==> config.mk <==
export PLATFORM = sky130hd
export DESIGN_NAME = fifo_uart_tx_flat
export DESIGN_NICKNAME = d
export VERILOG_FILES = /design/src/rtl/uart_pkg.sv /design/src/rtl/fifo_uart_tx_if.sv /design/src/rtl/uart_baud_cnt.sv /design/src/rtl/fifo_uart_tx.sv /design/src/flat_wrapper.sv
export SDC_FILE = /design/constraint.sdc
export NUM_CORES = 1
export LEC_CHECK = 0
export BUFFER_PORTS_ARGS = -buffer_cell sky130_fd_sc_hd__buf_2
export CAP_MARGIN = 25
export CORE_UTILIZATION = 40
export CTS_CLUSTER_DIAMETER = 100
export DETAILED_ROUTE_END_ITERATION = 8
export HOLD_SLACK_MARGIN = 0.08
export PLACE_DENSITY_LB_ADDON = 0.2
export SYNTH_ARGS = -nofsm -noshare
export SYNTH_HDL_FRONTEND = slang
export SYNTH_HIERARCHICAL = 1
export SYNTH_SLANG_ARGS = --single-unit
==> constraint.sdc <==
create_clock -name clk -period 3.6 [get_ports clk]
set_clock_uncertainty 0.05 [all_clocks]
set_input_delay 0.18 -clock clk [delete_from_list [all_inputs] [get_ports clk]]
set_output_delay 0.18 -clock clk [all_outputs]
set_load 0.02 [all_outputs]
==> src/rtl/uart_pkg.sv <==
`timescale 1ns/1ps
`default_nettype none
// ============================================================================
// Module   : uart_pkg
// Purpose  : Shared types and helpers for the FIFO-draining UART transmitter.
//            Holds the transmitter state encoding, the parity-mode constants
//            and a helper that derives CLKS_PER_BIT from clock and baud rates.
// Revision : 1.0 - initial release
// ============================================================================
package uart_pkg;

  // Transmitter states.
  typedef enum logic [2:0] {
    IDLE   = 3'd0,
    REQ    = 3'd1,
    LOAD   = 3'd2,
    START  = 3'd3,
    DATA   = 3'd4,
    PARITY = 3'd5,
    STOP   = 3'd6
  } state_t;

  // Parity modes, selected by the PARITY_ODD parameter.
  localparam logic PAR_EVEN = 1'b0;
  localparam logic PAR_ODD  = 1'b1;

  // Clocks per serial bit, rounded to the nearest integer.
  function automatic int clks_per_bit(input int clk_hz, input int baud);
    return (clk_hz + (baud / 2)) / baud;
  endfunction

endpackage
`default_nettype wire

==> src/rtl/fifo_uart_tx_if.sv <==
`timescale 1ns/1ps
`default_nettype none
// ============================================================================
// Module   : fifo_uart_tx_if
// Purpose  : Read-side handshake between a registered-read FIFO and its
//            single reader.
// Signals  : fifo_empty - FIFO empty flag            (FIFO -> reader)
//            fifo_data  - FIFO data_out, valid the cycle after fifo_r_en
//                                                     (FIFO -> reader)
//            fifo_r_en  - one-cycle read strobe       (reader -> FIFO)
// Modports : master - the reader (drives fifo_r_en)
//            slave  - the FIFO   (drives fifo_empty / fifo_data)
// Revision : 1.0 - initial release
// ============================================================================
interface fifo_uart_tx_if #(
  parameter int DATA_WIDTH = 8
);
  logic                  fifo_empty;
  logic [DATA_WIDTH-1:0] fifo_data;
  logic                  fifo_r_en;

  modport master (input fifo_empty, input fifo_data, output fifo_r_en);
  modport slave  (output fifo_empty, output fifo_data, input fifo_r_en);
endinterface
`default_nettype wire

==> src/rtl/uart_baud_cnt.sv <==
`timescale 1ns/1ps
`default_nettype none
// ============================================================================
// Module   : uart_baud_cnt
// Purpose  : Bit-period counter. Counts 0..CLKS_PER_BIT-1 while enabled and
//            wraps to 0; bit_tick_o marks the last cycle of each bit period.
// Ports    : clk        - system clock
//            rstn       - synchronous active-low reset
//            clear_i    - force the count to 0 (has priority over enable_i)
//            enable_i   - advance the count
//            bit_tick_o - high in the last cycle of a bit period
//            count_o    - current count
// Revision : 1.0 - initial release
// ============================================================================
module uart_baud_cnt #(
  parameter  int CLKS_PER_BIT = 434,
  localparam int CW           = $clog2(CLKS_PER_BIT)
) (
  input  logic          clk,
  input  logic          rstn,
  input  logic          clear_i,
  input  logic          enable_i,
  output logic          bit_tick_o,
  output logic [CW-1:0] count_o
);

  localparam logic [CW-1:0] LAST = CW'(CLKS_PER_BIT - 1);

  logic [CW-1:0] count_q, count_d;

  always_comb begin
    count_d = count_q;
    if (clear_i) begin
      count_d = '0;
    end else if (enable_i) begin
      count_d = (count_q == LAST) ? '0 : count_q + 1'b1;
    end
  end

  always_ff @(posedge clk) begin
    if (!rstn) begin
      count_q <= '0;
    end else begin
      count_q <= count_d;
    end
  end

  assign bit_tick_o = enable_i && (count_q == LAST);
  assign count_o    = count_q;

endmodule
`default_nettype wire

==> src/rtl/fifo_uart_tx.sv <==
`timescale 1ns/1ps
`default_nettype none
// ============================================================================
// Module   : fifo_uart_tx
// Purpose  : Drains a registered-read FIFO one entry at a time and sends each
//            entry as a UART frame: start bit, data LSB first, optional
//            parity bit, STOP_BITS stop bits. All outputs are flops.
// Ports    : clk     - system clock (rising edge)
//            rstn    - synchronous active-low reset
//            fifo    - FIFO read handshake (master side)
//            tx      - serial line, idle high
//            busy    - high whenever the transmitter is not idle
//            tx_done - one-cycle pulse in the last cycle of the final stop bit
// Revision : 1.0 - initial release
// ============================================================================
module fifo_uart_tx
  import uart_pkg::*;
#(
  parameter int CLKS_PER_BIT = 434,
  parameter int DATA_WIDTH   = 8,
  parameter int PARITY_EN    = 0,
  parameter int PARITY_ODD   = 0,
  parameter int STOP_BITS    = 1
) (
  input  logic                  clk,
  input  logic                  rstn,
  fifo_uart_tx_if.master        fifo,
  output logic                  tx,
  output logic                  busy,
  output logic                  tx_done
);

  localparam int CW = $clog2(CLKS_PER_BIT);
  localparam int BW = $clog2(DATA_WIDTH + 1);

  localparam logic [BW-1:0] LAST_DATA = BW'(DATA_WIDTH - 1);
  localparam logic [BW-1:0] LAST_STOP = BW'(STOP_BITS - 1);
  localparam logic [CW-1:0] PRE_LAST  = CW'(CLKS_PER_BIT - 2);
  localparam logic          PAR_SEL   = (PARITY_ODD != 0) ? PAR_ODD : PAR_EVEN;

  state_t                state_q, state_d;
  logic [DATA_WIDTH-1:0] shift_q, shift_d;
  logic [BW-1:0]         bit_q, bit_d;
  logic                  parity_q, parity_d;
  logic                  tx_q, tx_d;
  logic                  r_en_q, r_en_d;
  logic                  busy_q, busy_d;
  logic                  done_q, done_d;

  logic                  baud_en;
  logic                  bit_tick;
  logic [CW-1:0]         baud_count;

  // The bit-period counter only runs inside a frame, so START always begins
  // at count 0.
  assign baud_en = (state_q == START) || (state_q == DATA) ||
                   (state_q == PARITY) || (state_q == STOP);

  uart_baud_cnt #(.CLKS_PER_BIT(CLKS_PER_BIT)) u_baud (
    .clk        (clk),
    .rstn       (rstn),
    .clear_i    (!baud_en),
    .enable_i   (baud_en),
    .bit_tick_o (bit_tick),
    .count_o    (baud_count)
  );

  // tx_d is the line level for the next cycle, so it is set on each
  // transition to match the state being entered.
  always_comb begin
    state_d  = state_q;
    shift_d  = shift_q;
    bit_d    = bit_q;
    parity_d = parity_q;
    tx_d     = tx_q;
    r_en_d   = 1'b0;
    done_d   = 1'b0;

    unique case (state_q)
      IDLE: begin
        tx_d = 1'b1;
        if (!fifo.fifo_empty) begin
          state_d = REQ;
          r_en_d  = 1'b1;
        end
      end
      REQ: begin
        state_d = LOAD;
      end
      LOAD: begin
        shift_d  = fifo.fifo_data;
        parity_d = (^fifo.fifo_data) ^ PAR_SEL;
        bit_d    = '0;
        state_d  = START;
        tx_d     = 1'b0;
      end
      START: begin
        if (bit_tick) begin
          state_d = DATA;
          tx_d    = shift_q[0];
        end
      end
      DATA: begin
        if (bit_tick) begin
          if (bit_q == LAST_DATA) begin
            bit_d = '0;
            if (PARITY_EN != 0) begin
              state_d = PARITY;
              tx_d    = parity_q;
            end else begin
              state_d = STOP;
              tx_d    = 1'b1;
            end
          end else begin
            bit_d   = bit_q + 1'b1;
            shift_d = shift_q >> 1;
            tx_d    = shift_d[0];
          end
        end
      end
      PARITY: begin
        if (bit_tick) begin
          state_d = STOP;
          tx_d    = 1'b1;
        end
      end
      STOP: begin
        // Registered pulse: raise it one cycle early so it lands in the
        // final cycle of the last stop bit.
        if ((bit_q == LAST_STOP) && (baud_count == PRE_LAST)) begin
          done_d = 1'b1;
        end
        if (bit_tick) begin
          if (bit_q == LAST_STOP) begin
            bit_d   = '0;
            state_d = IDLE;
          end else begin
            bit_d = bit_q + 1'b1;
          end
        end
      end
      default: begin
        state_d = IDLE;
        tx_d    = 1'b1;
      end
    endcase

    busy_d = (state_d != IDLE);
  end

  always_ff @(posedge clk) begin
    if (!rstn) begin
      state_q  <= IDLE;
      shift_q  <= '0;
      bit_q    <= '0;
      parity_q <= 1'b0;
      tx_q     <= 1'b1;
      r_en_q   <= 1'b0;
      busy_q   <= 1'b0;
      done_q   <= 1'b0;
    end else begin
      state_q  <= state_d;
      shift_q  <= shift_d;
      bit_q    <= bit_d;
      parity_q <= parity_d;
      tx_q     <= tx_d;
      r_en_q   <= r_en_d;
      busy_q   <= busy_d;
      done_q   <= done_d;
    end
  end

  assign fifo.fifo_r_en = r_en_q;
  assign tx             = tx_q;
  assign busy           = busy_q;
  assign tx_done        = done_q;

endmodule
`default_nettype wire

==> src/flat_wrapper.sv <==
// flat-port wrapper written by rule: the top's interface ports become plain ports
module fifo_uart_tx_flat import uart_pkg::*;
#(
  parameter int CLKS_PER_BIT = 434,
  parameter int DATA_WIDTH   = 8,
  parameter int PARITY_EN    = 0,
  parameter int PARITY_ODD   = 0,
  parameter int STOP_BITS    = 1
)
  (clk, rstn, tx, busy, tx_done, fifo_fifo_empty, fifo_fifo_data, fifo_fifo_r_en);
  fifo_uart_tx_if #(.DATA_WIDTH(DATA_WIDTH)) fifo_i ();
  input  logic clk;
  input  logic rstn;
  output logic tx;
  output logic busy;
  output logic tx_done;
  input wire logic [$bits(fifo_i.fifo_empty)-1:0] fifo_fifo_empty;
  input wire logic [$bits(fifo_i.fifo_data)-1:0] fifo_fifo_data;
  output wire logic [$bits(fifo_i.fifo_r_en)-1:0] fifo_fifo_r_en;
  assign fifo_i.fifo_empty = fifo_fifo_empty;
  assign fifo_i.fifo_data = fifo_fifo_data;
  assign fifo_fifo_r_en = fifo_i.fifo_r_en;
  fifo_uart_tx #(.CLKS_PER_BIT(CLKS_PER_BIT), .DATA_WIDTH(DATA_WIDTH), .PARITY_EN(PARITY_EN), .PARITY_ODD(PARITY_ODD), .STOP_BITS(STOP_BITS)) u_core (.clk(clk), .rstn(rstn), .fifo(fifo_i), .tx(tx), .busy(busy), .tx_done(tx_done));
endmodule
# After elaboration in Yosys (flattened, before gate mapping)
# Cells that the tools add are included.
# op_classes
addsub,2
eq_ne,14
mux,23
bitwise,3
reduce_logical,17
# op_table
operator,n
3-bit two-way mux,7
3-bit case mux with 7 select lines,1
"9-bit equality test, second input constant",2
4-bit two-way mux,4
8-bit two-way mux,2
8-bit case mux with 2 select lines,1
4-bit case mux with 3 select lines,1
"9-bit by 1-bit adder with 9-bit output, second input constant",1
"3-bit equality test, second input constant",3
"2-bit by 1-bit inequality test with 1-bit output, second input constant",4
"3-bit by 2-bit equality test with 1-bit output, second input constant",2
1-bit two-way mux,6
3-bit AND reduction,2
3-bit nonzero test,2
1-bit case mux with 5 select lines,1
"4-bit by 1-bit adder with 4-bit output, second input constant",1
"4-bit by 3-bit equality test with 1-bit output, second input constant",1
4-bit logical NOT,1
2-bit AND reduction,2
4-bit AND reduction,1
"3-bit by 1-bit equality test with 1-bit output, second input constant",1
3-bit logical NOT,1
1-bit logical OR,3
1-bit NOT,3
5 further kinds,6
# totals
register_bits,28
in_bits,11
output_inout_bits,4
wordCells,67

# Logic depth before layout (Yosys ltp)
# Gate-level depths: netlist (run 1).
# depth
depth_word,8
ltp_mapped,12
depth_no_buf,9

# Modules after synthesis
# Netlist (run 1), hierarchy kept.
# by_module_without_submodules
module,instances,cells_each,area_each_um2,seq_area_each_um2
fifo_uart_tx,1,126,1129.8,380.4
uart_baud_cnt,1,53,459.2,180.2

# Worst setup path after synthesis (run 1)
# No wires, ideal clock.
# synth_timing
path_kind,flip-flop to flip-flop
start,reg u_core.state_q[0]
end,"reg u_core.busy_q, in the netlist u_core/busy"
setup_ns,0.127
arrival_ns,2.688
t_required_ns,3.423
path_slack_ns,0.736
stages_incl_launch_ff,12
path_buffers,4
period_less_slack_ns,2.864
path_cell_list,dfxtp_1 > clkbuf_1 > buf_2 > buf_2 > nand2_1 > xnor2_1 > nand3_1 > nor2_1 > clkbuf_1 > nor3_1 > o31a_1 > or3_1
# synth_between
elab_chain_cells,8
elab_cells_between_ends,20
classes_between,eq/ne (6); mux (8); reduce/logical (6)
# synth_lines
element,line,text
start: declaration,fifo_uart_tx.sv:41,"state_t state_q, state_d;"
start signal: assignment,fifo_uart_tx.sv:162,state_q <= state_d;
3-bit by 2-bit equality test with 1-bit output or 3-bit equality test (tied branches),fifo_uart_tx.sv:56,assign baud_en = (state_q == START) || (state_q == DATA) ||
1-bit logical OR (2 in series),fifo_uart_tx.sv:56,
1-bit logical OR (*),fifo_uart_tx.sv:57,(state_q == PARITY) || (state_q == STOP);
net u_core.baud_en,fifo_uart_tx.sv:50,logic baud_en;
1-bit logical AND (*),uart_baud_cnt.sv:48,assign bit_tick_o = enable_i && (count_q == LAST);
net u_core.bit_tick,fifo_uart_tx.sv:51,logic bit_tick;
3-bit two-way mux (on tied branches),n/a,
3-bit case mux with 7 select lines (*),fifo_uart_tx.sv:79,unique case (state_q)
3-bit nonzero test (*),fifo_uart_tx.sv:148,busy_d = (state_d != IDLE);
end signal: assignment,fifo_uart_tx.sv:168,busy_q <= busy_d;
end: declaration,fifo_uart_tx.sv:47,"logic busy_q, busy_d;"
# Mark *: on every way through the listed nets, which the timed path passes. The rest lies on a longest branch.
# A chain may end at the register's enable or synchronous reset.

# Worst setup path after layout (run 1)
# layout_timing
start,reg u_core.state_q[1]
end,reg u_core.shift_q[6]
# layout_between
elab_chain_cells,7
elab_cells_between_ends,14
classes_between,eq/ne (7); mux (1); reduce/logical (6)
# layout_lines
element,line,text
3-bit by 2-bit equality test with 1-bit output or 3-bit equality test (tied branches),fifo_uart_tx.sv:56,
1-bit logical OR (2 in series),fifo_uart_tx.sv:56,
1-bit logical OR (*),fifo_uart_tx.sv:57,
net u_core.baud_en,fifo_uart_tx.sv:50,
1-bit logical AND (*),uart_baud_cnt.sv:48,
net u_core.bit_tick,fifo_uart_tx.sv:51,
2-bit by 1-bit inequality test with 1-bit output (no line) (*),n/a,
3-bit AND reduction (no line) (*),n/a,
end signal: assignment,fifo_uart_tx.sv:163,shift_q <= shift_d;
end: declaration,fifo_uart_tx.sv:42,"logic [DATA_WIDTH-1:0] shift_q, shift_d;"
# Marked as above.

==> results.py, run 1 <==
metrics = {
    "clocking": {
        "cts_sinks": 28,
        "post_cts_buffers": 0,
        "cts_tree": "yes",
        "htreeDepth": 1,
        "clk_latency_ps": 270,
        "clk_pin_slew_worst_paths_ps": 90,
        "cts_resized": 0,
        "cts_root_buf": "clkbuf_8",
        "clock_path_buffers": 2,
        "cts_buffers": 3,
        "cts_hold_buffers": 0,
    },
    "critical_path": {
        "crit_path_end_kind": "flop",
        "crit_buf_inv": 1,
        "worstSetupPathType": "flop to flop",
        "r2r-start": "u_core/state_q[1]",
        "crit_top_cell": "nand2_1",
        "worstPathCellList": "nand2_1 -> xnor2_1 -> nand3_1 -> nor2_1 -> buf_4 -> nand2_1 -> o31a_1 -> o311a_1",
        "crit_arrival_ps": 3160,
        "worstPathRequired_ps": 3710,
        "worstSetupStartpoint": "u_core/state_q[1]",
        "reg2reg_slack_ps": 550,
        "critical-path-top-delay-family": "compound AO/OA/AOI/OAI gates",
        "cpPeakStageDelay_ps": 620,
        "critPathSlowestCell": "dfxtp_1",
        "startpoint_type": "flop",
        "critPathMaxFanout": 16,
    },
    "timing": {
        "max_freq_mhz": 328.2,
        "tns_ps": 0,
        "period_share_pct": 84.65,
        "relSlewSlack_pct": 60.21,
        "fin_crit_ps": 3047,
        "setup_viol": 0,
        "finalHoldViolCount": 0,
        "final_max_slew_viol_count": 0,
        "worst_slack_ps": 552.7,
        "rsz0062_at_grt": "false",
        "tightest_slew_ps": 592.6,
    },
    "floorplanning": {
        "start_util_pct": 42.45,
        "ios": 15,
        "fp.dieW_um": 65.03,
        "dieArea_um2": 4229,
        "fp-row-count": 22,
        "core_area_um2": 3744,
        "die_h_um": 65.03,
    },
    "layout": {
        "area_growth_pct": 8.032,
        "num-nets-final": 204,
        "design_area_um2": 1717,
        "n_antenna_cell": 0,
        "drive_gt1_share_pct": 16.58,
        "postLayoutCoreUtil_pct": 45.86,
    },
    "synth": {
        "synth_ff_type": "dfxtp_1",
        "synth_top_area_cell": "dfxtp_1",
        "async_flop_share_pct": 0,
        "synth_top_area_share_pct": 35.28,
        "synth-seq-cells": 28,
        "synth_area_um2": 1589,
        "synth_warnings": 6,
        "yosysMostFrequentCell": "dfxtp_1",
        "syn_inst": 179,
        "synth_enable_flop_cells": 0,
        "synth_area_per_cell_um2": 8.877,
        "synthTopCellsByArea": "dfxtp_1, mux2_2, o311a_1, nand2_1, o21bai_1",
        "synthTopCellsByCount": "dfxtp_1, nand2_1, nand3_1",
        "synth-seq-area-share_pct": 35.28,
        "synthDistinctLibCells": 49,
        "syn_nets": 194,
    },
    "routing": {
        "drtAntennaViolNets": 0,
        "wl_per_cell_um": 13.74,
        "vias": 1380,
        "drc": 0,
        "drt-total-wl_um": 3229,
        "drtIter0Drc": 83,
        "drt_first_pass_iters": 4,
        "via_per_inst": 5.872,
    },
    "placed_design": {
        "placed_area_um2": 1675,
        "post-place-ws_ps": 637.9,
        "dp_hpwl_um": 2196,
        "place_congestion": 0.7854,
        "io_buffers": 14,
    },
    "power": {
        "worst_ir_drop_vdd_mv": 0.1399,
        "leakage_nw": 0.6247,
        "powerDensity_nw_per_um2": 329.8,
    },
    "grt": {
        "grt_overflow": 0,
        "grt_max_degree": 35,
        "grt_usage_pct": 16.19,
        "grt_pass1_vias": 1266,
        "antenna_found_initial": 0,
        "grt_pass1_wl_um": 5430,
    },
    "worst_hold_path": {
        "hold_class": "primary input to flop",
        "hp-start": "fifo_fifo_data[7]",
    },
    "status": {
        "outcome": "finished, final reports clean",
    },
    "flow_run": {
        "cap_violations": 0,
    },
}
==> tightest hold or removal path: stages <==
cell	delay, ps
buf_2	100
nand2_1	70
o41ai_2	60
==> layer usage <==
layer	global-route usage [%]	routed length [um]	vias up
met5	0	0	-
met4	7.065	48	0
met3	2.113	119	6
met2	27.99	1524	31
met1	19.89	1536	658
li1	-	-	685
==> sequential cells by signal, indices dropped and copies added, names as in the netlist <==
| register | count |
|---|---|
| u_core/bit_q | 4 |
| u_core/busy | 1 |
| u_core/fifo.fifo_r_en | 1 |
| u_core/shift_q | 8 |
| u_core/state_q | 3 |
| u_core/tx | 1 |
| u_core/tx_done | 1 |
| u_core/u_baud/count_o | 9 |
==> worst paths after layout <==
check / end / cells past startpoint
worst max-delay path: u_core/shift_q[6] / 8
worst min-delay path: u_core/shift_q[7] / 3
worst max register to register: u_core/shift_q[6] / 8
worst min register to register: u_core/shift_q[7] / 2
==> cells by family after synthesis <==
logic type | synth area share, %
mux | 4.961
buf+inv | 5.826
xor+xnor | 2.756
fa+ha+maj | 3.150
flops | 35.28
compound gates | 24.33
simple gates | 23.70
==> cell type report <==
cell class	count	area, um2
clock buffers	3	41.29
fillers	394	2027
inverters	7	26.28
multi-input cells	132	935.9
flip-flops and latches	28	560.5
well taps	48	60.06
repair buffers	17	92.59
==> metrics by stage <==
step	total power, mW	hold WS (ps)	cells
5_1_grt	0.5943	143.5	235
2_1_floorplan	0.3914	254.0	179
6_report	0.5662	133.8	235
3_3_place_gp	0.4047	410.3	232
4_1_cts	0.5733	127.8	235
3_5_place_dp	0.4069	418.4	232
==> layout by cell type, fill, tap and decap left out, drive strengths merged, types with 2 or more instances in the layout <==
cell type  synthesis  routed
a211oi             2       2
a21boi             2       2
a21oi              6       6
a31oi              3       3
a41oi              2       2
and2               2       2
and3b              3       3
buf                8      17
clkbuf             4       3
dfxtp             28      28
ha                 4       4
inv                7       7
mux2               7       7
nand2             15      15
nand2b             4       4
nand3              9       9
nand3b             2       2
nand4              3       3
nand4b             2       2
nor2               8       8
nor2b              3       3
nor3               2       2
nor3b              2       2
nor4b              4       4
o211ai             2       2
o21a               2       2
o21ai              5       5
o21bai             7       7
o22ai              3       3
o311a              7       7
o31a               3       3
or3                3       3
xnor2              2       2
xor2               3       3
==> power breakdown <==
group	total (mW)	switching, mW	internal (mW)
sequential	0.331	0.00883	0.322
clock	0.166	0.0914	0.0751
combinational	0.0686	0.0383	0.0302
total	0.566	0.139	0.428
No activity file was read; power rests on OpenSTA's default activity.
==> run 2, diff against run 1 <==
--- a/config.mk
+++ b/config.mk
@@ -5,6 +5,7 @@
 export SDC_FILE = /design/constraint.sdc
 export NUM_CORES = 1
 export LEC_CHECK = 0
+export ABC_AREA = 1
 export BUFFER_PORTS_ARGS = -buffer_cell sky130_fd_sc_hd__buf_2
 export CAP_MARGIN = 25
 export CORE_UTILIZATION = 40
==> constraint.sdc (replaced) <==
create_clock -name clk -period 3.2 [get_ports clk]
set_clock_uncertainty 0.05 [all_clocks]
set_input_delay 0.16 -clock clk [delete_from_list [all_inputs] [get_ports clk]]
set_output_delay 0.16 -clock clk [all_outputs]
set_load 0.02 [all_outputs]
==> results.py, run 2 <==
metrics = {
    "synth": {
        "synth_ff_type": "dfxtp_1",
        "async_flop_share_pct": 0,
        "synth_area_per_cell_um2": 6.503,
        "synth_enable_flop_cells": 0,
        "synth_warnings": 6,
        "synthTopCellsByArea": "dfxtp_1, nand2_1, nand3_1, nor2_1, inv_1",
        "synth-seq-cells": 28,
        "yosysMostFrequentCell": "nand2_1",
        "syn_nets": 253,
        "synthDistinctLibCells": 23,
        "syn_inst": 238,
        "synth_area_um2": 1548,
        "synth_top_area_share_pct": 36.22,
        "synthTopCellsByCount": "nand2_1, nor2_1, inv_1",
        "synth-seq-area-share_pct": 36.22,
        "synth_top_area_cell": "dfxtp_1",
    },
    "clocking": {
        "clock_path_buffers": 2,
        "cts_tree": "yes",
        "cts_buffers": 3,
        "clk_pin_slew_worst_paths_ps": 90,
        "htreeDepth": 1,
        "cts_sinks": 28,
        "cts_root_buf": "clkbuf_8",
        "cts_hold_buffers": 0,
        "clk_latency_ps": 270,
        "post_cts_buffers": 0,
        "cts_resized": 0,
    },
    "floorplanning": {
        "die_h_um": 64.21,
        "core_area_um2": 3689,
        "start_util_pct": 41.96,
        "dieArea_um2": 4122,
        "fp-row-count": 22,
        "fp.dieW_um": 64.21,
        "ios": 15,
    },
    "layout": {
        "final-seq-area_um2": 560.5,
        "post_layout_nonfiller_instances": 299,
        "num-nets-final": 268,
        "final_cell_mix": "nand2_1, nor2_1, inv_1",
        "final_common_cell": "nand2_1",
        "largest_reg_flops": 9,
        "area_growth_pct": 9.054,
        "fillCellCount": 408,
        "postLayoutCoreUtil_pct": 45.76,
        "drive_gt1_share_pct": 12.35,
        "n_antenna_cell": 0,
        "design_area_um2": 1688,
        "multiInputGateArea_um2": 829.5,
    },
    "timing": {
        "finalHoldViolCount": 0,
        "rsz0062_at_grt": "false",
        "fin_crit_ps": 2204,
        "max_freq_mhz": 453.7,
        "worst_slack_ps": 995.8,
        "tns_ps": 0,
        "setup_viol": 0,
        "relSlewSlack_pct": 78.16,
        "period_share_pct": 68.88,
        "whs_ps": 108.7,
        "tightest_slew_ps": 326.4,
        "final_max_slew_viol_count": 0,
    },
    "placed_design": {
        "post-place-ws_ps": 1012,
        "io_buffers": 14,
        "placed_cells": 296,
        "place_congestion": 0.8533,
        "placed_area_um2": 1647,
        "dp_hpwl_um": 2393,
    },
    "status": {
        "outcome": "finished, final reports clean",
    },
    "critical_path": {
        "worstPathRequired_ps": 3320,
        "startpoint_type": "flop",
        "crit_path_end_kind": "flop",
        "worstSetupPathType": "flop to flop",
        "rr_worst_depth": 11,
        "critPathMaxFanout": 12,
        "r2r-end": "u_core/shift_q[1]",
        "r2r-start": "u_core/state_q[0]",
        "crit_arrival_ps": 2320,
        "reg2reg_slack_ps": 1000,
    },
    "power": {
        "worst_ir_drop_vdd_mv": 0.1617,
        "total_power_mw": 0.6536,
        "leakage_nw": 0.7694,
        "powerDensity_nw_per_um2": 387.2,
    },
    "worst_hold_path": {
        "hp-start": "fifo_fifo_empty",
        "hold-path-cell-count": 4,
        "hold_class": "primary input to flop",
        "hold_end": "u_core/fifo.fifo_r_en",
    },
    "routing": {
        "vias": 1438,
        "via_per_inst": 4.809,
        "drtIter0Drc": 75,
        "drc": 0,
        "drt-total-wl_um": 3132,
        "wl_per_cell_um": 10.47,
        "drtAntennaViolNets": 0,
        "drt_first_pass_iters": 4,
    },
    "grt": {
        "antenna_found_initial": 0,
        "grt_pass1_vias": 1318,
        "grt_usage_pct": 17.10,
        "grt_max_degree": 16,
        "grt_pass1_wl_um": 5589,
        "grt_overflow": 0,
    },
    "flow_run": {
        "cap_violations": 0,
    },
}
[run 2: changes by cell type after synthesis, sizes merged, moves of 5 or more]
cell    before  now
inv          7   33
buf          8    3
o311a        7    0
nand3        9   28
nor2         8   37
o21bai       7    0
nand2       15   72
o21ai        5   10
mux2         7    0
[run 2: worst max-delay path by stage]
stage / endpoint / slack, ps / from
floorplan: u_core/shift_q[0] / 1290 / u_core/state_q[1]
global placement: u_core/shift_q[3] / 1000 / u_core/state_q[0]
detailed placement: u_core/shift_q[1] / 1010 / u_core/state_q[0]
CTS: u_core/shift_q[0] / 990 / u_core/state_q[0]
global route: u_core/shift_q[3] / 700 / u_core/state_q[0]
finish: u_core/shift_q[1] / 1000 / u_core/state_q[0]
[run 2: cell families (layout without fill, tap and decap cells)]
group | after synthesis | count (layout) | synth area share (%)
buf+inv | 37 | 50 | 10.19
flops | 28 | 28 | 36.22
simple gates | 143 | 143 | 40.34
compound gates | 22 | 22 | 7.761
xor+xnor | 4 | 4 | 2.264
fa+ha+maj | 4 | 4 | 3.234
[run 2: area by class of cell]
cell class                 count  area share, %
sequential                    28          33.21
timing repair buffer          14          4.151
multi-input combinational    173          49.15
clock buffer                   3          2.446
tap                           48          3.558
inverter                      33          7.487
[run 2: where the power goes]
group	leakage [nW]	internal, mW	switching [mW]
clock	0.0216	0.0844	0.101
combinational	0.520	0.0327	0.0581
sequential	0.227	0.365	0.0124
[run 2: worst max-delay path: stages (launching register included)]
cell	delay, ps
dfxtp_1	520
nand3_1	140
nand2_1	110
nor2_1	50
inv_1	160
nand3_1	190
inv_1	130
inv_1	120
o21ai_2	250
nand2_2	190
nor2_1	140
nor2_1	60
[run 2: routing by layer]
layer	up-vias	routed length (um)	GRT usage, %
met1	638	1589	22.36
met4	0	36	5.833
li1	778	-	-
met5	-	0	0
met3	4	85	2.143
met2	18	1420	28.86
